### config.mk
export PLATFORM = sky130hd
export DESIGN_NAME = signed_div_sequencer_flat
export DESIGN_NICKNAME = d
export VERILOG_FILES = /design/src/rtl/signed_div_sequencer_if.sv /design/src/rtl/signed_div_sequencer.sv /design/src/flat_wrapper.sv
export SDC_FILE = /design/constraint.sdc
export NUM_CORES = 1
export LEC_CHECK = 0
export ABC_AREA = 1
export BUFFER_PORTS_ARGS = -buffer_cell sky130_fd_sc_hd__buf_4
export CAP_MARGIN = 20
export CORE_AREA = 2 2 153 155
export CTS_CLUSTER_SIZE = 16
export DETAILED_ROUTE_END_ITERATION = 10
export DIE_AREA = 0 0 155 157
export GPL_TIMING_DRIVEN = 0
export PLACE_DENSITY = 0.79
export SLEW_MARGIN = 25
export SYNTH_ARGS = -nofsm -noshare
export SYNTH_HDL_FRONTEND = slang
export SYNTH_SLANG_ARGS = --single-unit
export TNS_END_PERCENT = 30
### constraint.sdc
create_clock -name clk -period 2.3 [get_ports clk]
set_input_delay 0.46 -clock clk [delete_from_list [all_inputs] [get_ports clk]]
set_output_delay 0.46 -clock clk [all_outputs]
set_load 0.02 [all_outputs]
### src/rtl/signed_div_sequencer_if.sv
// Request/result handshake bundle for signed_div_sequencer.
//   in_valid/in_ready   request handshake; in_dvnd, in_dvsr, in_sgn request payload
//   out_valid/out_ready result handshake; out_q, out_r, out_dz, out_ovf, out_err result payload
// master = requester/consumer side, slave = the sequencer.
interface signed_div_sequencer_if #(
  parameter int unsigned WIDTH = 32
);
  logic             in_valid;
  logic             in_ready;
  logic [WIDTH-1:0] in_dvnd;
  logic [WIDTH-1:0] in_dvsr;
  logic             in_sgn;
  logic             out_valid;
  logic             out_ready;
  logic [WIDTH-1:0] out_q;
  logic [WIDTH-1:0] out_r;
  logic             out_dz;
  logic             out_ovf;
  logic             out_err;

  modport master (
    output in_valid, in_dvnd, in_dvsr, in_sgn, out_ready,
    input  in_ready, out_valid, out_q, out_r, out_dz, out_ovf, out_err
  );

  modport slave (
    input  in_valid, in_dvnd, in_dvsr, in_sgn, out_ready,
    output in_ready, out_valid, out_q, out_r, out_dz, out_ovf, out_err
  );
endinterface

### src/rtl/signed_div_sequencer.sv
// Signed/unsigned wrapper around an unsigned iterative divider.
// Converts operands to magnitudes, pulses the divider, waits for its ready,
// sign-corrects quotient/remainder and holds the result until accepted.
// Divide-by-zero bypasses the divider; a divider that never answers times out.
// Ports:
//   clk, Rst         clock (rising edge), asynchronous active-low reset
//   bus (slave)      request/result handshake bundle
//   div_dvnd/dvsr    operand magnitudes to the divider, stable through WAIT
//   div_run          one-cycle start pulse to the divider
//   div_q/r/rdy      divider result and ready
module signed_div_sequencer #(
  parameter int unsigned WIDTH   = 32,
  parameter int unsigned TIMEOUT = 80
) (
  input  logic                 clk,
  input  logic                 Rst,
  signed_div_sequencer_if.slave bus,
  output logic [WIDTH-1:0]     div_dvnd,
  output logic [WIDTH-1:0]     div_dvsr,
  output logic                 div_run,
  input  logic [WIDTH-1:0]     div_q,
  input  logic [WIDTH-1:0]     div_r,
  input  logic                 div_rdy
);
  localparam int unsigned CW = $clog2(TIMEOUT + 1);
  localparam logic [WIDTH-1:0] MIN  = {1'b1, {(WIDTH-1){1'b0}}};
  localparam logic [WIDTH-1:0] ONES = {WIDTH{1'b1}};

  typedef enum logic [2:0] {IDLE, ISSUE, WAIT, FIX, DONE} state_t;

  state_t           state, state_nx;
  logic [WIDTH-1:0] dvnd_nx, dvsr_nx, q_cap, q_cap_nx, r_cap, r_cap_nx;
  logic [WIDTH-1:0] out_q_nx, out_r_nx;
  logic             neg_q, neg_q_nx, neg_r, neg_r_nx, ovf_pend, ovf_pend_nx;
  logic [CW-1:0]    cnt, cnt_nx;
  logic             in_ready_nx, div_run_nx, out_valid_nx, dz_nx, ovf_nx, err_nx;

  // Magnitude of a possibly signed operand; |MIN| still fits unsigned WIDTH.
  function automatic logic [WIDTH-1:0] mag(input logic [WIDTH-1:0] x, input logic sgn);
    return (sgn && x[WIDTH-1]) ? ~x + WIDTH'(1) : x;
  endfunction

  // Next-state and next-output logic.
  always_comb begin
    state_nx     = state;
    dvnd_nx      = div_dvnd;
    dvsr_nx      = div_dvsr;
    q_cap_nx     = q_cap;
    r_cap_nx     = r_cap;
    out_q_nx     = bus.out_q;
    out_r_nx     = bus.out_r;
    neg_q_nx     = neg_q;
    neg_r_nx     = neg_r;
    ovf_pend_nx  = ovf_pend;
    cnt_nx       = cnt;
    in_ready_nx  = bus.in_ready;
    div_run_nx   = 1'b0;
    out_valid_nx = bus.out_valid;
    dz_nx        = bus.out_dz;
    ovf_nx       = bus.out_ovf;
    err_nx       = bus.out_err;

    case (state)
      IDLE: begin
        if (bus.in_valid) begin
          neg_q_nx    = bus.in_sgn & (bus.in_dvnd[WIDTH-1] ^ bus.in_dvsr[WIDTH-1]);
          neg_r_nx    = bus.in_sgn & bus.in_dvnd[WIDTH-1];
          ovf_pend_nx = bus.in_sgn && (bus.in_dvnd == MIN) && (bus.in_dvsr == ONES);
          dvnd_nx     = mag(bus.in_dvnd, bus.in_sgn);
          dvsr_nx     = mag(bus.in_dvsr, bus.in_sgn);
          in_ready_nx = 1'b0;
          dz_nx       = 1'b0;
          ovf_nx      = 1'b0;
          err_nx      = 1'b0;
          if (bus.in_dvsr == '0) begin
            state_nx     = DONE;
            out_valid_nx = 1'b1;
            out_q_nx     = ONES;
            out_r_nx     = bus.in_dvnd;
            dz_nx        = 1'b1;
          end else begin
            state_nx   = ISSUE;
            div_run_nx = 1'b1;
          end
        end
      end
      ISSUE: begin
        state_nx = WAIT;
        cnt_nx   = '0;
      end
      WAIT: begin
        // First WAIT cycle (cnt==0) ignores a ready left over from the previous op.
        if (cnt != '0 && div_rdy) begin
          q_cap_nx = div_q;
          r_cap_nx = div_r;
          state_nx = FIX;
        end else if (cnt == CW'(TIMEOUT - 1)) begin
          state_nx     = DONE;
          out_valid_nx = 1'b1;
          out_q_nx     = '0;
          out_r_nx     = '0;
          err_nx       = 1'b1;
        end else begin
          cnt_nx = cnt + CW'(1);
        end
      end
      FIX: begin
        out_q_nx     = neg_q ? -q_cap : q_cap;
        out_r_nx     = neg_r ? -r_cap : r_cap;
        ovf_nx       = ovf_pend;
        out_valid_nx = 1'b1;
        state_nx     = DONE;
      end
      DONE: begin
        if (bus.out_ready) begin
          state_nx     = IDLE;
          out_valid_nx = 1'b0;
          in_ready_nx  = 1'b1;
        end
      end
      default: begin
        state_nx     = IDLE;
        in_ready_nx  = 1'b1;
        out_valid_nx = 1'b0;
      end
    endcase
  end

  // State and registered outputs.
  always_ff @(posedge clk or negedge Rst) begin
    if (!Rst) begin
      state         <= IDLE;
      div_dvnd      <= '0;
      div_dvsr      <= '0;
      div_run       <= 1'b0;
      q_cap         <= '0;
      r_cap         <= '0;
      neg_q         <= 1'b0;
      neg_r         <= 1'b0;
      ovf_pend      <= 1'b0;
      cnt           <= '0;
      bus.in_ready  <= 1'b1;
      bus.out_valid <= 1'b0;
      bus.out_q     <= '0;
      bus.out_r     <= '0;
      bus.out_dz    <= 1'b0;
      bus.out_ovf   <= 1'b0;
      bus.out_err   <= 1'b0;
    end else begin
      state         <= state_nx;
      div_dvnd      <= dvnd_nx;
      div_dvsr      <= dvsr_nx;
      div_run       <= div_run_nx;
      q_cap         <= q_cap_nx;
      r_cap         <= r_cap_nx;
      neg_q         <= neg_q_nx;
      neg_r         <= neg_r_nx;
      ovf_pend      <= ovf_pend_nx;
      cnt           <= cnt_nx;
      bus.in_ready  <= in_ready_nx;
      bus.out_valid <= out_valid_nx;
      bus.out_q     <= out_q_nx;
      bus.out_r     <= out_r_nx;
      bus.out_dz    <= dz_nx;
      bus.out_ovf   <= ovf_nx;
      bus.out_err   <= err_nx;
    end
  end
endmodule

### src/flat_wrapper.sv
// flat-port wrapper written by rule: the top's interface ports become plain ports
module signed_div_sequencer_flat 
#(
  parameter int unsigned WIDTH   = 32,
  parameter int unsigned TIMEOUT = 80
)
  (clk, Rst, div_dvnd, div_dvsr, div_run, div_q, div_r, div_rdy, bus_in_valid, bus_in_dvnd, bus_in_dvsr, bus_in_sgn, bus_out_ready, bus_in_ready, bus_out_valid, bus_out_q, bus_out_r, bus_out_dz, bus_out_ovf, bus_out_err);
  signed_div_sequencer_if #(.WIDTH(WIDTH)) bus_i ();
  input  logic clk;
  input  logic Rst;
  output logic [WIDTH-1:0] div_dvnd;
  output logic [WIDTH-1:0] div_dvsr;
  output logic div_run;
  input  logic [WIDTH-1:0] div_q;
  input  logic [WIDTH-1:0] div_r;
  input  logic div_rdy;
  input wire logic [$bits(bus_i.in_valid)-1:0] bus_in_valid;
  input wire logic [$bits(bus_i.in_dvnd)-1:0] bus_in_dvnd;
  input wire logic [$bits(bus_i.in_dvsr)-1:0] bus_in_dvsr;
  input wire logic [$bits(bus_i.in_sgn)-1:0] bus_in_sgn;
  input wire logic [$bits(bus_i.out_ready)-1:0] bus_out_ready;
  output wire logic [$bits(bus_i.in_ready)-1:0] bus_in_ready;
  output wire logic [$bits(bus_i.out_valid)-1:0] bus_out_valid;
  output wire logic [$bits(bus_i.out_q)-1:0] bus_out_q;
  output wire logic [$bits(bus_i.out_r)-1:0] bus_out_r;
  output wire logic [$bits(bus_i.out_dz)-1:0] bus_out_dz;
  output wire logic [$bits(bus_i.out_ovf)-1:0] bus_out_ovf;
  output wire logic [$bits(bus_i.out_err)-1:0] bus_out_err;
  assign bus_i.in_valid = bus_in_valid;
  assign bus_i.in_dvnd = bus_in_dvnd;
  assign bus_i.in_dvsr = bus_in_dvsr;
  assign bus_i.in_sgn = bus_in_sgn;
  assign bus_i.out_ready = bus_out_ready;
  assign bus_in_ready = bus_i.in_ready;
  assign bus_out_valid = bus_i.out_valid;
  assign bus_out_q = bus_i.out_q;
  assign bus_out_r = bus_i.out_r;
  assign bus_out_dz = bus_i.out_dz;
  assign bus_out_ovf = bus_i.out_ovf;
  assign bus_out_err = bus_i.out_err;
  signed_div_sequencer #(.WIDTH(WIDTH), .TIMEOUT(TIMEOUT)) u_core (.clk(clk), .Rst(Rst), .bus(bus_i), .div_dvnd(div_dvnd), .div_dvsr(div_dvsr), .div_run(div_run), .div_q(div_q), .div_r(div_r), .div_rdy(div_rdy));
endmodule
; Word-level counts from Yosys, hierarchy flattened
; Index checks and enable logic that the tools add are counted.
[word_totals]
reg_bits = 211
output_inout_bits = 134
elab_cells = 101
[classes]
add_sub_neg = 5
eq_ne = 14
n_mux = 36
bitwise_logic = 7
n_reduce_logical = 22
[ops]
columns = cell, n
row1 = 2-to-1 mux 32 bit, 10
row2 = case mux 32 bit (3 select lines), 2
row3 = adder 32 x 1 -> 32 bit (second input constant), 2
row4 = == test 32 bit (second input constant), 2
row5 = negator 32 bit, 2
row6 = inverter 32 bit, 2
row7 = zero test 32 bit, 1
row8 = 2-to-1 mux 3 bit, 5
row9 = case mux 3 bit (5 select lines), 1
row10 = 2-to-1 mux 7 bit, 2
row11 = case mux 7 bit (2 select lines), 1
row12 = 2-to-1 mux 1 bit, 11
row13 = AND reduction 3 bit, 3
row14 = != test 2 bit (second input constant), 4
row15 = adder 7 x 1 -> 7 bit (second input constant), 1
row16 = == test 7 bit (second input constant), 1
row17 = nonzero test 7 bit, 1
row18 = == test 3 x 2 -> 1 bit (second input constant), 2
row19 = AND reduction 2 bit, 3
row20 = AND reduction 6 bit, 1
row21 = nonzero test 2 bit, 3
row22 = logical AND 1 bit, 5
row23 = case mux 1 bit (5 select lines), 1
row24 = AND reduction 5 bit, 1
row25 = 13 further kinds, 17

; Depth between registers and ports, before layout
[depth]
ltp_word = 4
ltp_mapped = 13
mapped_depth_nobuf = 13

; Least setup slack after synthesis
; No wires, ideal clock.
[synth_timing]
kind = input to register
start = in bus_in_dvsr[0]
end = reg u_core.bus.out_q[30]
t_arrival_ns = 1.752
required_time_ns = 2.178
path_slack_ns = 0.426
path_stages = 10
path_cell_list = inv_1 ha_1 nand3_1 nor2_1 nand2_1 o21ai_4 nand3_1 inv_2 buf_6 a21oi_1
[synth_between]
elab_chain_len = 3
[synth_lines]
columns = item, line
row1 = "start, declared", flat_wrapper.sv:19  ; input wire logic [$bits(bus_i.in_dvsr)-1:0] bus_in_dvsr;
row2 = zero test 32 bit, signed_div_sequencer.sv:75  ; if (bus.in_dvsr == '0) begin
row3 = != test 2 x 1 -> 1 bit (no source line), n/a
row4 = AND reduction 5 bit (no source line), n/a
row5 = "end signal, assigned", signed_div_sequencer.sv:162  ; bus.out_q <= out_q_nx;
row6 = "end, declared", signed_div_sequencer_if.sv:28  ; output in_ready, out_valid, out_q, out_r, out_dz, out_ovf, out_err
; No other way between the ends.
; A chain may end at the register's enable or synchronous reset.

; Worst setup path after layout
[layout_timing]
start = reg u_core.state[0]
end = reg u_core.div_dvnd[25]
[layout_between]
elab_chain_len = 2
[layout_lines]
columns = item, line
row1 = "start, declared", signed_div_sequencer.sv:31  ; state_t state, state_nx;
row2 = "start signal, assigned", signed_div_sequencer.sv:150  ; state <= state_nx;
row3 = zero test 3 bit, signed_div_sequencer.sv:63  ; case (state)
row4 = AND reduction 2 bit (no source line), n/a
row5 = "end signal, assigned", signed_div_sequencer.sv:151  ; div_dvnd <= dvnd_nx;
row6 = "end, declared", signed_div_sequencer.sv:18  ; output logic [WIDTH-1:0] div_dvnd,
; No other way between the ends.

==> impl_metrics.py <==
metrics = {
    "run_status": {
        "status": "finished clean",
    },
    "drt": {
        "drt_iter0_drc": 1127,
        "vias": 13100,
        "dr.pass1.iters": 5,
        "viasPerCell": 5.57,
        "wire_per_inst_um": 18.1,
        "drc": 0,
        "wirelength_um": 42500,
        "postRouteAntennaNets": 0,
    },
    "pwr": {
        "p_comb_share_pct": 50.2,
        "p_leak_uw": 0.00758,
        "power.net_switching_uw": 9940,
        "ir_worst_vdd_mv": 0.781,
        "pwr-share-seq_pct": 32.1,
        "internal_power_uw": 11500,
        "power_frac_clock_pct": 17.8,
        "switching_share_pct": 46.3,
        "powerDensity_mw_per_mm2": 1390,
    },
    "sta": {
        "fin_crit_sh_pct": 96.3,
        "grt_setup_unrepaired": "yes",
        "fmax_mhz": 452,
        "slew-limit-headroom_pct": 54.2,
        "clock_skew_ps": 15.0,
        "tns_ps": 0,
        "setup_ws_ps": 85.8,
        "maxSlewViolCount": 0,
        "fin_crit_ps": 2210,
        "worst_slew_pin_slew_ps": 687,
        "hold_violations": 0,
        "setup_viol": 0,
    },
    "synthesis": {
        "yosys.area.top_type": "dfrtp_1",
        "syn_area_mm2": 0.0122,
        "synthTopCellsByArea": "dfrtp_1 (43%), nand2_1 (16%), nand3_1 (7.7%)",
        "synth.top_cell.area_share_pct": 43.0,
        "synth_seq_cells": 211,
        "avgSynthCellArea_um2": 6.99,
        "synth-seq-area-share_pct": 43.2,
        "yosysWarnings": 0,
        "ys_types": 38,
        "synth_cells": 1746,
        "synth_nets": 1887,
    },
    "clock_tree": {
        "root_buffer": "clkbuf_16",
        "ctsHtreeMaxLevel": 1,
        "clkTransAtPathRegs_ps": 60,
        "clockBufferDepth": 3,
        "numCtsBuffers": 24,
        "cts_tree": "done",
        "clock_latency_ps": 530,
        "cts.sinks": 211,
    },
    "place": {
        "port_buffers": 267,
        "preCtsSetupSlack_ps": -155,
        "hpwl_um": 33000,
        "gp_congestion": 0.964,
        "placed_area_mm2": 0.0146,
    },
    "global_route": {
        "grt_max_degree": 93,
        "grt_pass1_vias": 12500,
        "antenna_found_initial": 0,
        "grt_pass1_wl_um": 65800,
        "overflow": 0,
        "grt_usage_pct": 34.4,
    },
    "floorplan": {
        "die_x_um": 155,
        "die_h_um": 157,
        "ios": 268,
        "core_area_mm2": 0.0225,
        "start_util_pct": 54.3,
        "rows": 55,
        "die-area_mm2": 0.0243,
    },
    "final_layout": {
        "finalInstanceArea_mm2": 0.0155,
        "final_common_cell": "nand2_1",
        "final_nets": 2186,
        "antennaDiodeCount": 0,
        "layout-drive-gt1-share_pct": 18.9,
        "final_cell_mix": "nand2_1 (536), buf_4 (270), nor2_1 (239), dfrtp_1 (210), nand3_1 (187)",
        "syn2layout_area_growth_pct": 26.8,
    },
    "setup_path": {
        "required_ps": 2760,
        "cp-start-kind": "flip-flop",
        "worstPathArrival_ps": 2680,
        "crit_path_end_kind": "flip-flop",
        "critPathMaxFanout": 10,
        "critPathKind": "flip-flop to flip-flop",
    },
    "job": {
        "drv_cap": 0,
    },
    "min_path": {
        "hp-class": "primary input to flip-flop",
    },
}
==> cells by family (layout without fill, tap and decap cells) <==
group           after synthesis  in the layout  share of synthesized area (%)
buf+inv                     217            534                           7.39
fa+ha+maj                     7              7                          0.717
simple gates               1027           1027                           34.9
compound gates              250            250                           11.3
flops                       211            211                           43.2
xor+xnor                     34             34                           2.44
==> sequential cells by signal (all words and copies together) (netlist names) <==
register and count:
u_core.ovf_pend 1, u_core.div_run 1, u_core.r_cap 32, u_core.bus.out_ovf 1
u_core.neg_q 1, u_core.bus.in_ready 1, u_core.q_cap 32, u_core.state 3
u_core.bus.out_r 32, u_core.cnt 7, u_core.div_dvnd 32, u_core.neg_r 1
u_core.bus.out_valid 1, u_core.bus.out_q 32, u_core.bus.out_dz 1, u_core.bus.out_err 1
u_core.div_dvsr 32
==> final timing paths <==
| path | slack (ps) | cells after the start | from | to |
|---|---|---|---|---|
| hold / removal | 130 | 3 | div_r[13] | u_core.r_cap[13]$_DFFE_PN0P_ |
| max in group asynchronous | 970 | 3 | Rst | u_core.div_dvsr[21]$_DFFE_PN0P_ |
| setup / recovery | 90 | 8 | u_core.state[0]$_DFFE_PN0P_ | u_core.div_dvnd[25]$_DFFE_PN0P_ |
| hold reg to reg | 480 | 2 | u_core.div_dvsr[22]$_DFFE_PN0P_ | u_core.div_dvsr[22]$_DFFE_PN0P_ |
| setup reg to reg | 90 | 8 | u_core.state[0]$_DFFE_PN0P_ | u_core.div_dvnd[25]$_DFFE_PN0P_ |
| min in group asynchronous | 470 | 2 | Rst | u_core.r_cap[10]$_DFFE_PN0P_ |
==> power by group through the flow <==
stage | clock network [uW] | registers (uW) | logic (uW)
final | 3820 | 6880 | 10800
after global placement | 0 | 6840 | 10300
after floorplan | 0 | 7890 | 5340
after global routing | 3990 | 7070 | 11900
after CTS | 3850 | 6830 | 10700
after detailed placement | 0 | 6850 | 10600
==> final cells by class <==
cell class | instances | area, um2
Tap cell | 285 | 357
Inverter | 156 | 591
Fill cell | 1962 | 7010
Multi-Input combinational cell | 1318 | 6060
Clock buffer | 32 | 672
Timing Repair Buffer | 273 | 2100
Clock inverter | 12 | 113
Buffer | 61 | 322
Sequential cell | 211 | 5280
==> critical path, cell delays in order, from the launching register on <==
cell	delay, ps
dfrtp_1	490
nor2_1	210
nand2_1	90
inv_2	100
nand2_1	270
inv_1	210
clkbuf_1	440
nand3_1	230
nand2_1	100
==> what timing repair did <==
item / in CTS / in global routing
buffers inserted: 0 / 3
hold buffers: 1 / 0
endpoints found under the setup margin: 96 / 92
pin swaps: 0 / 2
endpoints found under the hold margin: 64 / 0
resized for setup: 5 / 13
==> routing by layer <==
layer  vias up  global-route usage [%]  part of all wire, %
met1      6097                    45.9                   42
li1       6251                       -                    -
met5         -                       0                    0
met4         0                    14.3                  4.5
met3       111                    5.84                  7.8
met2       610                    56.0                   46
==> synth_stat cells, drive strengths merged <==
cell and count:
nand2 538, a32oi 1, xor2 34, nor4 3
dfrtp 210, o211ai 1, a211oi 1, a21oi 66
dfstp 1, or2 4, buf 27, a22o 1
o22ai 5, o221ai 1, nand3 189, clkinv 1
nor3 3, nand4 38, o21ai 172, nor2 247
nand3b 5, o31ai 2, clkbuf 34, inv 155
ha 7
==> per-stage QoR <==
stage                     instances  hold slack, ps  total power [uW]  util [%]
final                          2348             126             21500      68.8
after global routing           2348             140             22900      68.8
after CTS                      2345             120             21400      68.6
after detailed placement       2300             442             17400      65.0
after global placement         2298             465             17200      64.8
after floorplan                1746             164             13200         -
No activity file was read; power rests on OpenSTA's default activity.
